### config.mk
export PLATFORM = sky130hd
export DESIGN_NAME = serial_link
export DESIGN_NICKNAME = d
export VERILOG_FILES = /design/src/rtl/serial_link.sv
export SDC_FILE = /design/constraint.sdc
export NUM_CORES = 1
export LEC_CHECK = 0
export ABC_CLOCK_PERIOD_IN_PS = 2100
export BUFFER_PORTS_ARGS = -buffer_cell sky130_fd_sc_hd__buf_2
export CAP_MARGIN = 20
export CORE_ASPECT_RATIO = 0.8
export CORE_UTILIZATION = 55
export DETAILED_ROUTE_END_ITERATION = 12
export GPL_TIMING_DRIVEN = 0
export PLACE_DENSITY = 0.82
export SLEW_MARGIN = 20
export SYNTH_ARGS = -nofsm -noshare
export SYNTH_HDL_FRONTEND = slang
export SYNTH_SLANG_ARGS = --single-unit
### constraint.sdc
create_clock -name clk -period 2.1 [get_ports clk]
set_input_delay 0.105 -clock clk [delete_from_list [all_inputs] [get_ports clk]]
set_output_delay 0.105 -clock clk [all_outputs]
set_load 0.02 [all_outputs]
### src/rtl/serial_link.sv
// Purpose: point-to-point serial channel; sender shifts a WIDTH-bit word MSB (index 1) first, receiver reassembles it.
// Latency: data_out/rx_valid and tx_done update WIDTH+1 edges after reset release (bit k on the line after edge k).
// Backpressure: none; strobe qualifies every bit and one word is sent per reset release.
module serial_link #(
    parameter int WIDTH = 7
) (
    input  logic           clk,
    input  logic           rst,
    input  logic [1:WIDTH] data_in,
    output logic [1:WIDTH] data_out,
    output logic           data_line,
    output logic           strobe,
    output logic           tx_done,
    output logic           rx_valid
);

    localparam int CW = $clog2(WIDTH + 1);

    typedef enum logic [1:0] {
        IDLE = 2'd0,
        SEND = 2'd1,
        DONE = 2'd2
    } tx_state_e;

    // Sender state
    tx_state_e      state_q, state_d;
    logic [1:WIDTH] tx_sr_q, tx_sr_d;
    logic [CW-1:0]  tx_cnt_q, tx_cnt_d;
    logic           data_line_q, data_line_d;
    logic           strobe_q, strobe_d;
    logic           tx_done_q, tx_done_d;

    // Receiver state
    logic [1:WIDTH] rx_sr_q, rx_sr_d;
    logic [CW-1:0]  rx_cnt_q, rx_cnt_d;
    logic [1:WIDTH] data_out_q, data_out_d;
    logic           rx_valid_q, rx_valid_d;

    // Sender next state: IDLE latches the word and puts bit 1 out, SEND walks the rest, DONE parks
    always_comb begin
        state_d     = state_q;
        tx_sr_d     = tx_sr_q;
        tx_cnt_d    = tx_cnt_q;
        data_line_d = data_line_q;
        strobe_d    = strobe_q;
        tx_done_d   = tx_done_q;
        case (state_q)
            IDLE: begin
                // tx_sr holds the bits not yet driven, left-aligned at index 1
                data_line_d = data_in[1];
                strobe_d    = 1'b1;
                tx_sr_d     = {data_in[2:WIDTH], 1'b0};
                tx_cnt_d    = CW'(1);
                state_d     = SEND;
            end
            SEND: begin
                if (tx_cnt_q == CW'(WIDTH)) begin
                    data_line_d = 1'b0;
                    strobe_d    = 1'b0;
                    tx_done_d   = 1'b1;
                    state_d     = DONE;
                end else begin
                    data_line_d = tx_sr_q[1];
                    tx_sr_d     = {tx_sr_q[2:WIDTH], 1'b0};
                    tx_cnt_d    = tx_cnt_q + CW'(1);
                end
            end
            DONE: begin
                data_line_d = 1'b0;
                strobe_d    = 1'b0;
                tx_done_d   = 1'b1;
            end
            default: begin
                state_d = IDLE;
            end
        endcase
    end

    // Receiver next state: shift on strobe, publish the word on the edge that takes the last bit
    always_comb begin
        rx_sr_d    = rx_sr_q;
        rx_cnt_d   = rx_cnt_q;
        data_out_d = data_out_q;
        rx_valid_d = 1'b0;
        if (strobe_q) begin
            rx_sr_d = {rx_sr_q[2:WIDTH], data_line_q};
            if (rx_cnt_q == CW'(WIDTH - 1)) begin
                data_out_d = rx_sr_d;
                rx_valid_d = 1'b1;
                rx_cnt_d   = '0;
            end else begin
                rx_cnt_d = rx_cnt_q + CW'(1);
            end
        end
    end

    // State registers for both halves; reset discards any partial word
    always_ff @(posedge clk) begin
        if (rst) begin
            state_q     <= IDLE;
            tx_sr_q     <= '0;
            tx_cnt_q    <= '0;
            data_line_q <= 1'b0;
            strobe_q    <= 1'b0;
            tx_done_q   <= 1'b0;
            rx_sr_q     <= '0;
            rx_cnt_q    <= '0;
            data_out_q  <= '0;
            rx_valid_q  <= 1'b0;
        end else begin
            state_q     <= state_d;
            tx_sr_q     <= tx_sr_d;
            tx_cnt_q    <= tx_cnt_d;
            data_line_q <= data_line_d;
            strobe_q    <= strobe_d;
            tx_done_q   <= tx_done_d;
            rx_sr_q     <= rx_sr_d;
            rx_cnt_q    <= rx_cnt_d;
            data_out_q  <= data_out_d;
            rx_valid_q  <= rx_valid_d;
        end
    end

    assign data_out  = data_out_q;
    assign data_line = data_line_q;
    assign strobe    = strobe_q;
    assign tx_done   = tx_done_q;
    assign rx_valid  = rx_valid_q;

endmodule

==> metrics.txt, run 1 <==
Crit path arrival time 1.83 ns; design area 1584 um^2; # Max-Cap Violations 0; deepest clock path buffer count 2; sequential power share between 50 and 60%; DRT iter0 DRCs 23; Post-Route Setup TNS 0 ns; Vias 1,050; Internal Power 0.8644 mW; Total GRT Usage 21.48%; clock share of power a little over a quarter; Post-synth ARST share 0%; Top Family by Delay on Critical Path adder cells; Register Area 620.6 um^2; PwrDens between 700 and 800 nW/um^2; Avg Inst Size Synth about 10 um^2; clk slew on worst S/H paths about 0.10 ns; mux cell area share after synthesis 13.81%; Syn Std Cell Area 1386 um^2; clk sink count 31; synth warn 0; crit path cell chain ha_1 -> ha_1 -> mux2_2 -> a22oi_1 -> nor2_1; number of global-route vias before repair 991; Final Max Tran Viols 0; WS Path Type reg -> reg; Net Sw Power 0.3504 mW; Post-DP Area roughly 1500 um^2; dominant cells by area after synthesis dfxtp_1, mux2i_1, ha_1; Max rail drop VDD 473.1 uV; Gate Count Post-Synth 138; CORE AREA 2271 um^2; Cell Count, Final, Fillers Out 200; dpl ws 0.5289 ns; layout cells sized above 1 25.30%; total chip power 1.215 mW; fillers roughly 170; grt ovf 0; main combinational cell family by area after synthesis simple AND/OR/NAND/NOR gates; final WL roughly 2500 um; fin nets 181; vias per inst 5.250; Skew-Pair Late Insertion Delay between 0.3 and 0.4 ns; setup bufs post-CTS 0; syn nets between 150 and 200; # diodes 0; worst-margin pin slew 0.4286 ns; Leak Pwr 0.7152 nW; Net Sw Frac 28.84%; Buf+Inv Stages, Crit Path 0; CTS tree yes; largest area contributor in the netlist dfxtp_1; count of final setup violators 0; # IOs 20; Slowest-stage cell, CP dfxtp_1; synth unique cells 30; H-tree Lvls 2; crit share post-route 77.40%; FMAX 615.2 MHz; Avg WL per Cell between 10 and 15 um; Worst Skew 0.01678 ns; xor and xnor area share after synthesis less than 1%; WP data required 2.30 ns; top_reg_cell synth dfxtp_1; DR DRC count 0; die area 2727 um^2; compound-cell area share of the yosys netlist 11.73%; FP Rows 15; most used cell, CP ha_1; worst slew margin relative to its limit 71.43%; minimum clock period 1.625 ns; setup repair after global routing missed its margin no; dpl hpwl 1840 um; Num CTS Buffers 5; Post-DRT Antenna Nets 0; combinational share of power 19.3%; area added between synthesis and finish 14.26%; Crit. End Element register; post-synthesis simple-gate area fraction 18.23%; Synth Area in Adders 6.318%; drt first pass iters 4; Die W 58.13 um; hold buffers post-CTS 1; clock root buffer clkbuf_4; largest net degree at the start of global routing 11; Synth Register Bits 31; area occupied by multi-input gates 703.2 um^2; worst setup margin 0.4746 ns; share of the synthesized area in the top cell type 44.77%; Initial Utilization 61.05%; RePlAce Congestion 0.7320; CP peak stage delay 0.39 ns; initial antenna violation count 0; post-cts sizing count 0; Crit Path Max Fanout 4; Port Buf Inserts 19; final hold vios 0; CP startpoint kind register; register area share after synthesis 44.77%; HP Class in -> reg; die height 46.91 um; Post-synth EDFFs 0; Cells after DPL 191; global-route wire length before repair 4312 um; status finished clean
## flip-flops by register name, indices dropped and copies added, names as in the netlist
signal     flops
tx_cnt_q       3
tx_sr_q        6
data_line      1
rx_cnt_q       3
tx_done        1
data_out       7
rx_valid       1
rx_sr_q        6
state_q        2
strobe         1
## metal layers
metal / global-route usage, % / wire, um / up-vias
met2: 37.24 / 1220 / 21
met4: 8.571 / 35 / 0
met5: 0 / 0 / -
li1: - / - / 531
met3: 5.785 / 91 / 5
met1: 26.20 / 1184 / 493
## cells in the final DEF, fill, tap and decap left out, types with 3 or more instances in the layout
| cell | count |
|---|---|
| o21ai_0 | 3 |
| nand2_1 | 6 |
| a211oi_2 | 5 |
| mux2i_1 | 18 |
| clkbuf_1 | 4 |
| buf_2 | 21 |
| dfxtp_1 | 31 |
| ha_1 | 7 |
| nor2_1 | 18 |
| a21oi_1 | 9 |
| inv_1 | 5 |
| nand3b_1 | 3 |
| nor3_1 | 7 |
| clkbuf_4 | 5 |
## power groups by stage
stage / clock (mW) / sequential [mW] / combinational (mW)
after global placement: 0 / 0.665 / 0.225
after global routing: 0.355 / 0.660 / 0.259
after detailed placement: 0 / 0.669 / 0.232
after floorplan: 0 / 0.669 / 0.179
final: 0.324 / 0.656 / 0.235
after CTS: 0.329 / 0.655 / 0.237
## logic make-up (layout without fill, tap and decap cells)
kind of cell	after synthesis	in the layout
mux	19	19
simple gates	47	47
xor+xnor	1	1
fa+ha+maj	7	7
compound gates	21	21
buf+inv	12	40
flops	31	31
## cell usage after synthesis, drive strengths merged, types with 3 or more instances
cell type,instances
a211oi,6
a21oi,9
buf,5
dfxtp,31
ha,7
inv,5
mux2i,18
nand2,7
nand3,3
nand3b,3
nor2,18
nor3,7
o21ai,3
## tightest hold or removal path: cells and delay by family
family,cells,cell delay (ns)
AOI/OAI and AO/OA,1,0.06
and+or+nand+nor,1,0.05
buffers and inverters,1,0.09
## cell type report
type | count | area share, %
plain buffers | 7 | 2.765
clock buffers | 7 | 2.844
repair buffers | 20 | 6.635
multi-input cells | 95 | 44.39
inverters | 5 | 1.185
clock inverters | 1 | 0.3160
flip-flops and latches | 31 | 39.18
well taps | 34 | 2.686
## path summary, 6_finish.rpt
path / startpoint / end / slack [ns] / cells after the start
worst max register to register: tx_cnt_q[0] / tx_cnt_q[1] / 0.47 / 5
worst max-delay path: tx_cnt_q[0] / tx_cnt_q[1] / 0.47 / 5
worst min register to register: tx_sr_q[1] / data_line / 0.49 / 2
worst min-delay path: data_in[7] / tx_sr_q[6] / 0.01 / 3
## metrics by stage
step | hold WS, ns | utilization, %
CTS | 0.007340 | 69.75
global placement | 0.3043 | 67.11
detailed placement | 0.3183 | 67.11
global route | 0.04354 | 69.75
finish | 0.01177 | 69.75
floorplan | 0.1712 | -
No activity file was read; power rests on OpenSTA's default activity.
==> inputs of run 2 (changes only) <==
--- a/config.mk
+++ b/config.mk
@@ -5,7 +5,7 @@
 export SDC_FILE = /design/constraint.sdc
 export NUM_CORES = 1
 export LEC_CHECK = 0
-export ABC_CLOCK_PERIOD_IN_PS = 2100
+export ABC_CLOCK_PERIOD_IN_PS = 1550
 export BUFFER_PORTS_ARGS = -buffer_cell sky130_fd_sc_hd__buf_2
 export CAP_MARGIN = 20
 export CORE_ASPECT_RATIO = 0.8
==> constraint.sdc (replaced) <==
create_clock -name clk -period 1.55 [get_ports clk]
set_input_delay 0.0775 -clock clk [delete_from_list [all_inputs] [get_ports clk]]
set_output_delay 0.0775 -clock clk [all_outputs]
set_load 0.02 [all_outputs]
==> metrics.txt, run 2 (same netlist as run 1, synthesis figures left out) <==
Final Max Tran Viols 0; total chip power 1.653 mW; Num CTS Buffers 5; RePlAce Congestion 0.7320; clk sink count 31; DRT iter0 DRCs 30; Avg WL per Cell 12.97 um; worst-margin pin slew 0.4294 ns; number of global-route vias before repair 1,011; final WL 2606 um; die area 2727 um^2; combinational share of power 19.6%; final hold vios 0; die height ~47 um; crit share post-route between 90% and 100%; Worst Skew roughly 0.017 ns; deepest clock path buffer count 2; largest net degree at the start of global routing 11; status finished clean; Post-Route Setup TNS 0 ns; Net Sw Power approximately 0.48 mW; WS Path Type reg -> reg; Internal Power 1.174 mW; CTS tree yes; # IOs 20; # Max-Cap Violations 0; Crit. End Element register; fin nets 182; CORE AREA 2271 um^2; R2R setup slack 0.04 ns; FF-to-FF path depth 5; Leak Pwr just over 0.7 nW; clk slew on worst S/H paths 0.10 ns; worst flop-to-flop path startpoint tx_cnt_q[0]; global-route wire length before repair 4450 um; DR DRC count 0; Crit path arrival time 1.71 ns; hold path depth 3; minimum clock period 1.513 ns; layout cells sized above 1 between 20% and 30%; worst setup margin 0.03694 ns; Net Sw Frac 28.99%; dpl ws -0.02107 ns; PwrDens 1028 nW/um^2; dpl hpwl roughly 1800 um; clock root buffer clkbuf_4; WP data required 1.75 ns; count of final setup violators 0; initial antenna violation count 0; Port Buf Inserts 19; Max rail drop VDD between 600 and 700 uV; Post-DRT Antenna Nets 0; RR Endpoint tx_cnt_q[1]; Hold EP tx_sr_q[4]; Vias 1,063; vias per inst 5.289; FMAX 660.9 MHz; most frequent cells in the layout dfxtp_1, buf_2, nor2_1, mux2i_1, a21oi_1; sequential power share 53.8%; max FFs per register 7; Skew-Pair Late Insertion Delay roughly 0.33 ns; origin of the worst min-delay path data_in[5]; grt ovf 0; final hold slack 0.1146 ns; most common cell after layout, fill and taps aside dfxtp_1; CP startpoint kind register; FP Rows 15; Crit Path Max Fanout 4; area added between synthesis and finish 16.06%; H-tree Lvls 2; Total GRT Usage 22.15%; worst slew margin relative to its limit 71.38%; Die W about 58 um; Initial Utilization 61.05%; clock share of power 26.7%; # diodes 0; drt first pass iters 4; HP Class in -> reg
[run 2: changes by cell type in the layout (fill, tap and decap cells not counted), sizes merged]
cell         before  now
dlygate4sd3       1    2
[run 2: worst max-delay path by stage]
stage                      from           to  slack, ns
floorplan           tx_cnt_q[0]  tx_cnt_q[1]        0.1
global placement    tx_cnt_q[0]  tx_cnt_q[1]       0.03
detailed placement  tx_cnt_q[0]  tx_cnt_q[1]      -0.02
CTS                 tx_cnt_q[0]  tx_cnt_q[1]       0.04
global route        tx_cnt_q[0]  tx_cnt_q[1]     -0.007
finish              tx_cnt_q[0]  tx_cnt_q[1]       0.04
[run 2: power groups by stage]
stage,clock (mW),combinational [mW],sequential (mW)
global placement,0,0.304,0.901
finish,0.441,0.323,0.889
detailed placement,0,0.315,0.906
CTS,0.446,0.324,0.888
floorplan,0,0.243,0.907
global route,0.481,0.355,0.895
[run 2: metrics by stage]
step	instances	instance area [um^2]	util, %
3_5_place_dp	191	1524	67.11
6_report	201	1609	70.85
3_3_place_gp	191	1524	67.11
2_1_floorplan	138	1386	-
5_1_grt	201	1609	70.85
4_1_cts	201	1607	70.74
[run 2: final cells by class]
class	count	area [um^2]
multi-input cells	95	718.2
well taps	34	42.54
fillers	169	661.9
repair buffers	21	115.1
plain buffers	7	43.79
inverters	5	18.77
clock inverters	1	5.005
clock buffers	7	45.04
flip-flops and latches	31	620.6
[run 2: worst max-delay path, cell delays in order (launching register included)]
cell and delay [ns]:
dfxtp_1 0.39, ha_2 0.24, ha_4 0.17, mux2_2 0.33, a22oi_1 0.20, nor2_1 0.05
[run 2: timing repair]
action / in CTS / in global routing
hold buffers: 2 / 0
resized for setup: 2 / 1
endpoints found under the hold margin: 2 / 0
endpoints found under the setup margin: 1 / 1
setup buffers: 0 / 0
[run 2: routing by layer]
layer | global-route usage, % | part of all wire (%) | wire length [um] | up-vias
met5 | 0 | 0 | 0 | -
met4 | 8.571 | 1.3 | 35 | 0
met3 | 5.785 | 2.9 | 75 | 5
met2 | 38.62 | 49 | 1268 | 17
met1 | 27.05 | 47 | 1227 | 506
li1 | - | - | - | 535
